File: src/rtl/ram_arb_2m.sv
// Two-host (instruction A / data B) arbiter in front of the single-port 32-bit RAM.
// Define RAM_ARB_ADDR_CHECK_EN to answer out-of-window requests locally with an error response.
module ram_arb_2m #(
    parameter bit          RoundRobin = 1'b1,
    parameter logic [31:0] BaseAddr   = 32'h0000_0000,
    parameter int          Depth      = 128
) (
    input  logic        clk_i,
    input  logic        rst_i,
    input  logic        a_req_i,
    output logic        a_gnt_o,
    input  logic        a_we_i,
    input  logic [3:0]  a_be_i,
    input  logic [31:0] a_addr_i,
    input  logic [31:0] a_wdata_i,
    output logic        a_rvalid_o,
    output logic [31:0] a_rdata_o,
    input  logic        b_req_i,
    output logic        b_gnt_o,
    input  logic        b_we_i,
    input  logic [3:0]  b_be_i,
    input  logic [31:0] b_addr_i,
    input  logic [31:0] b_wdata_i,
    output logic        b_rvalid_o,
    output logic [31:0] b_rdata_o,
    output logic        ram_req_o,
    output logic        ram_we_o,
    output logic [3:0]  ram_be_o,
    output logic [31:0] ram_addr_o,
    output logic [31:0] ram_wdata_o,
`ifdef RAM_ARB_ADDR_CHECK_EN
    output logic        a_err_o,
    output logic        b_err_o,
`endif
    input  logic        ram_rvalid_i,
    input  logic [31:0] ram_rdata_i
);

    // Handshake: a host holds req and its fields stable until gnt is seen in the same
    // cycle; every grant yields exactly one rvalid to that host one cycle later.
    typedef enum logic {
        HOST_A = 1'b0,
        HOST_B = 1'b1
    } host_e;

    host_e       last_owner;
    host_e       resp_owner;
    logic        resp_pending;
    logic        a_gnt;
    logic        b_gnt;
    logic        any_gnt;
    logic        fwd;
    logic        sel_we;
    logic [3:0]  sel_be;
    logic [31:0] sel_addr;
    logic [31:0] sel_wdata;
    logic        resp_vld;
    logic [31:0] resp_data;

    always_comb begin
        a_gnt = 1'b0;
        b_gnt = 1'b0;
        if (!rst_i) begin
            if (a_req_i && b_req_i) begin
                if (RoundRobin && last_owner == HOST_A) begin
                    b_gnt = 1'b1;
                end else begin
                    a_gnt = 1'b1;
                end
            end else begin
                a_gnt = a_req_i;
                b_gnt = b_req_i;
            end
        end
    end

    assign a_gnt_o   = a_gnt;
    assign b_gnt_o   = b_gnt;
    assign any_gnt   = a_gnt | b_gnt;
    assign sel_we    = b_gnt ? b_we_i    : a_we_i;
    assign sel_be    = b_gnt ? b_be_i    : a_be_i;
    assign sel_addr  = b_gnt ? b_addr_i  : a_addr_i;
    assign sel_wdata = b_gnt ? b_wdata_i : a_wdata_i;

`ifdef RAM_ARB_ADDR_CHECK_EN
    localparam logic [32:0] WinBytes = 33'(Depth) << 2;

    logic [32:0] win_off;
    logic        in_win;
    logic        resp_err;

    // 33-bit offset: addresses below BaseAddr wrap to a huge value and fail the compare.
    assign win_off = {1'b0, sel_addr} - {1'b0, BaseAddr};
    assign in_win  = win_off < WinBytes;
    assign fwd     = any_gnt & in_win;
`else
    // BaseAddr and Depth only size the address window, which is not built here.
    if (Depth < 1 || BaseAddr[1:0] != 2'b00) begin : g_window_unused
    end
    assign fwd = any_gnt;
`endif

    assign ram_req_o   = fwd;
    assign ram_we_o    = fwd & sel_we;
    assign ram_be_o    = fwd ? sel_be    : 4'h0;
    assign ram_addr_o  = fwd ? sel_addr  : 32'h0;
    assign ram_wdata_o = fwd ? sel_wdata : 32'h0;

    always_ff @(posedge clk_i) begin
        if (rst_i) begin
            last_owner   <= HOST_B;
            resp_owner   <= HOST_A;
            resp_pending <= 1'b0;
`ifdef RAM_ARB_ADDR_CHECK_EN
            resp_err     <= 1'b0;
`endif
        end else begin
            resp_pending <= any_gnt;
            if (any_gnt) begin
                last_owner <= b_gnt ? HOST_B : HOST_A;
                resp_owner <= b_gnt ? HOST_B : HOST_A;
`ifdef RAM_ARB_ADDR_CHECK_EN
                resp_err   <= ~in_win;
`endif
            end
        end
    end

    // Gating with rst_i drops a response that was in flight when reset arrived.
`ifdef RAM_ARB_ADDR_CHECK_EN
    assign resp_vld  = resp_pending & ~rst_i & (ram_rvalid_i | resp_err);
    assign resp_data = resp_err ? 32'hBADC_AB1E : ram_rdata_i;
    assign a_err_o   = a_rvalid_o & resp_err;
    assign b_err_o   = b_rvalid_o & resp_err;
`else
    assign resp_vld  = resp_pending & ~rst_i & ram_rvalid_i;
    assign resp_data = ram_rdata_i;
`endif

    assign a_rvalid_o = resp_vld & (resp_owner == HOST_A);
    assign b_rvalid_o = resp_vld & (resp_owner == HOST_B);
    assign a_rdata_o  = a_rvalid_o ? resp_data : 32'h0;
    assign b_rdata_o  = b_rvalid_o ? resp_data : 32'h0;

endmodule

File: config.mk
export PLATFORM = sky130hd
export DESIGN_NAME = ram_arb_2m
export DESIGN_NICKNAME = d
export VERILOG_FILES = /design/src/rtl/ram_arb_2m.sv
export SDC_FILE = /design/constraint.sdc
export NUM_CORES = 1
export LEC_CHECK = 0
export CAP_MARGIN = 30
export CORE_AREA = 2 2 123 125
export CTS_BUF_LIST = sky130_fd_sc_hd__clkbuf_8 sky130_fd_sc_hd__clkbuf_16
export CTS_CLUSTER_DIAMETER = 120
export DETAILED_ROUTE_END_ITERATION = 8
export DIE_AREA = 0 0 125 127
export PLACE_DENSITY = 0.56
export SYNTH_ARGS = -nofsm -noshare
export SYNTH_HDL_FRONTEND = slang
export SYNTH_SLANG_ARGS = --single-unit
File: constraint.sdc
create_clock -name clk_i -period 2 [get_ports clk_i]
set_input_delay 0.5 -clock clk_i [delete_from_list [all_inputs] [get_ports clk_i]]
set_output_delay 0.5 -clock clk_i [all_outputs]
set_load 0.1 [all_outputs]
# After elaboration in Yosys (flattened, before gate mapping)
# Index checks and enable logic that the tools add are counted.
totals:
  wordCells: 28
  out_inout_bits: 138
  ff_bits: 3
  inputBits: 175
op_classes:
  reduce_logical: 1
  bitwise_logic: 8
  muxes: 16
ops:
  columns: ["operator", "n"]
  rows:
  - ["32-bit two-way mux", 6]
  - ["1-bit two-way mux", 8]
  - ["4-bit two-way mux", 2]
  - ["1-bit AND", 5]
  - ["1-bit inverter", 2]
  - ["1-bit logical AND", 1]
  - ["1-bit bitwise OR", 1]

# Logic depth before layout (Yosys ltp)
depth:
  word_depth: 5
  ltp_mapped: 5

# Worst setup path before layout
# No wires, ideal clock.
synth_timing:
  path_type: "input-to-output"
  startpoint: "in b_req_i"
  endpoint: "out ram_wdata_o[23]"
  required_time_ns: 1.500
  n_path_buf: 2
  arrival_ns: 2.316
  path_slack_ns: -0.816
  cell_stages: 5
  path_cell_list: "a21boi_2 > buf_4 > buf_6 > a32oi_1 > nor2_1"
synth_between:
  elab_chain_cells: 5
synth_lines:
  columns: ["element", "line", "rtl"]
  rows:
  - ["start: declaration", "18", "input logic b_req_i,"]
  - ["1-bit logical AND", "64", "if (a_req_i && b_req_i) begin"]
  - ["1-bit two-way mux", "64", null]
  - ["1-bit two-way mux", "63", "if (!rst_i) begin"]
  - ["32-bit two-way mux / 1-bit bitwise OR (equally long branches)", "83, 79", null]
  - ["32-bit two-way mux *", "107", "assign ram_wdata_o = fwd ? sel_wdata : 32'h0;"]
  - ["end: declaration", "30", "output logic [31:0] ram_wdata_o,"]
# Mark *: on every way between the ends. The rest lies on a longest branch, timed or not.

# Final worst setup path
layout_timing:
  startpoint: "in b_req_i"
  endpoint: "out ram_addr_o[10]"
layout_between:
  elab_chain_cells: 5
layout_lines:
  columns: ["element", "line", "rtl"]
  rows:
  - ["1-bit logical AND", "64", null]
  - ["1-bit two-way mux", "64", null]
  - ["1-bit two-way mux", "63", null]
  - ["32-bit two-way mux / 1-bit bitwise OR (equally long branches)", "82, 79", null]
  - ["32-bit two-way mux *", "106", "assign ram_addr_o = fwd ? sel_addr : 32'h0;"]
  - ["end: declaration", "29", "output logic [31:0] ram_addr_o,"]
# Marks and branches as above.

==> flow_summary.yaml <==
cells_and_area:
  mostFrequentLayoutCells: "clkdlybuf4s50_1, buf_12, and3_4, a32oi_2"
  post-route-util: 0.587
  synthToLayoutAreaGrowth_pct: 419
  drive_gt1_frac: 0.668
  n_antenna_cell: 0
  layout_commonest_cell: "clkdlybuf4s50_1"
  nets: 773
global_routing:
  grtUsageTotal: 0.178
  antenna_found_initial: 0
  grt_max_degree: 53
  overflow: 0
  grt_pass1_wl_um: 22400
  grt_pass1_vias: 3795
routing:
  via_count: 3660
  ant_nets: 0
  wire_per_inst_um: 20.2
  drt-pass1-iter-count: 4
  viasPerCell: 4.69
  drt_wl_total_um: 15800
  drcViolationCount: 0
  drtIter0Drc: 127
setup_path:
  r2r-start: "last_owner"
  critPathCaptureType: "output port"
  rrSetupSlack_ns: 1.02
  cp-start-kind: "primary input"
  r2r_end: "resp_owner"
  cp_data_arrival_time_ns: 1.68
  path_class: "primary input to output port"
  path_max_fanout: 7
  crit_required_ns: 1.50
  reg2regPathDepth: 5
  crit_start: "b_req_i"
job:
  drv_cap: 0
clock_network:
  cts-root-buf: "clkbuf_16"
  cts_tree: "built"
  cts_buffers: 3
  cts_max_path_buffers: 2
  cts_sinks: 3
  htree_levels: 1
  hold_buffers: 0
  path_clk_slew_ns: 0.03
  clk_latency_ns: 0.22
timing:
  max_freq_mhz: 459
  worst_pin_slew_ns: 0.323
  slew_headroom: 0.785
  postLayoutSetupSlackWorst_ns: -0.180
  fin_crit_ns: 2.18
  clock_skew_ns: 0.000267
  finalSetupViolations: 69
  slew_viol_final: 0
  period_share: 1.09
  rsz0062_at_grt: "true"
  finalHoldViolations: 0
logic_synthesis:
  syn_inst: 268
  netlist.area_leader.share: 0.370
  yosysTopAreaCell: "a32oi_1"
  synth_cell_types: 17
  synth-seq-area-share: 0.0368
  synth_area_mm2: 0.00163
  synth_area_leaders: "a32oi_1, and3_1, nor2_1, buf_2, clkbuf_1"
  synth.net_count: 443
  synth-seq-cells: 3
  yosysWarnings: 0
  synth.avg_cell_area_um2: 6.09
placed_design:
  dp_slack_ns: -0.533
  io_buffers: 312
  hpwl_um: 11100
  place.gp.congestion: 0.810
status:
  violations: "negative setup slack"
  status: "finished, violations left"
floorplanning:
  rows: 44
  die_h_um: 127
  die-width_um: 125
  io_pins: 313
  initial_core_util: 0.113
  dieArea_mm2: 0.0159
  design.core.area_mm2: 0.0144
power_and_ir_drop:
  ir_drop_v: 0.000192
  pwr_density_cell_mw_per_mm2: 348
  leakagePower_uw: 0.00309
hold_path:
  min-delay-start: "resp_owner"
  hold_depth: 2
  min-delay-path-class: "flip-flop to flip-flop"
  whs_endpoint: "resp_owner"
## sequential cells by signal, indices dropped and copies added, names as in the netlist
signal	count
resp_pending	1
last_owner	1
resp_owner	1
## worst max-delay path by stage
stage | endpoint | slack [ns] | depth (start not counted)
after floorplan | ram_addr_o[18] | -0.75 | 3
after global placement | ram_wdata_o[31] | -0.52 | 6
after detailed placement | ram_wdata_o[31] | -0.53 | 6
after CTS | ram_addr_o[5] | -0.20 | 9
after global routing | ram_addr_o[25] | -0.22 | 9
final | ram_addr_o[10] | -0.18 | 9
## synthesized netlist by cell type
cell	n
nand2_1	3
nor2_1	74
and3_1	64
nand2b_1	3
clkbuf_1	20
nor2b_1	1
buf_4	1
buf_2	21
and2_1	3
a21oi_1	1
dfxtp_1	3
a21boi_2	1
a32oi_1	69
nor2b_2	1
clkbuf_2	1
o21ai_0	1
buf_6	1
## where the power goes
| part | leakage (uW) | internal, uW | switching [uW] | total [uW] |
|---|---|---|---|---|
| clock network | 0.0000423 | 258 | 51.5 | 309 |
| registers | 0.0000251 | 64.3 | 4.66 | 69.0 |
| logic | 0.00302 | 1130 | 1430 | 2560 |
| total | 0.00309 | 1460 | 1490 | 2940 |
## worst max-delay path: stages
cell,delay [ns]
buf_6,0.09
a21boi_4,0.13
buf_6,0.12
buf_12,0.13
buf_12,0.13
buf_16,0.15
a32oi_4,0.21
nor2_4,0.05
buf_12,0.16
## layer usage
metal | routed length (um) | vias up | track usage | share of wire
li1 | - | 1713 | - | -
met1 | 5620 | 1723 | 0.188 | 0.36
met2 | 8870 | 212 | 0.372 | 0.56
met3 | 1040 | 12 | 0.0306 | 0.066
met4 | 245 | 0 | 0.0229 | 0.016
met5 | 0 | - | 0 | 0
## metrics by stage
stage               std cells  TNS, ns  instance area [um^2]  total power, uW  hold slack (ns)
global route              781    -9.21                  8460             3030            0.572
finish                    781    -6.27                  8460             2940            0.544
detailed placement        745   -48.07                  6930             2220            0.526
floorplan                 268   -28.02                  2120             1240            0.458
global placement          745   -45.94                  6930             2200            0.503
CTS                       775    -8.59                  7960             2820            0.556
## layout make-up
cell class                      instances  area [um^2]
Clock buffer                            3         75.1
Clock inverter                          1         3.75
Fill cell                            1126         5960
Multi-Input combinational cell        221         2630
Sequential cell                         3         63.8
Tap cell                              184          230
Timing Repair Buffer                  369         5460
## logic make-up (layout without fill, tap and decap cells)
logic type,after synthesis,after routing,share of synthesized area
compound gates,72,72,0.383
buf+inv,44,373,0.125
flops,3,3,0.0368
simple gates,149,149,0.455
## repair_timing
| item | 4_1_cts | 5_1_grt |
|---|---|---|
| setup endpoints to repair | 138 | 83 |
| gates cloned | 13 | 6 |
| buffers inserted | 14 | 3 |
| gates resized for setup | 85 | 72 |
| pin swaps | 29 | 66 |
Note: power is estimated with default switching activity, not from simulation.
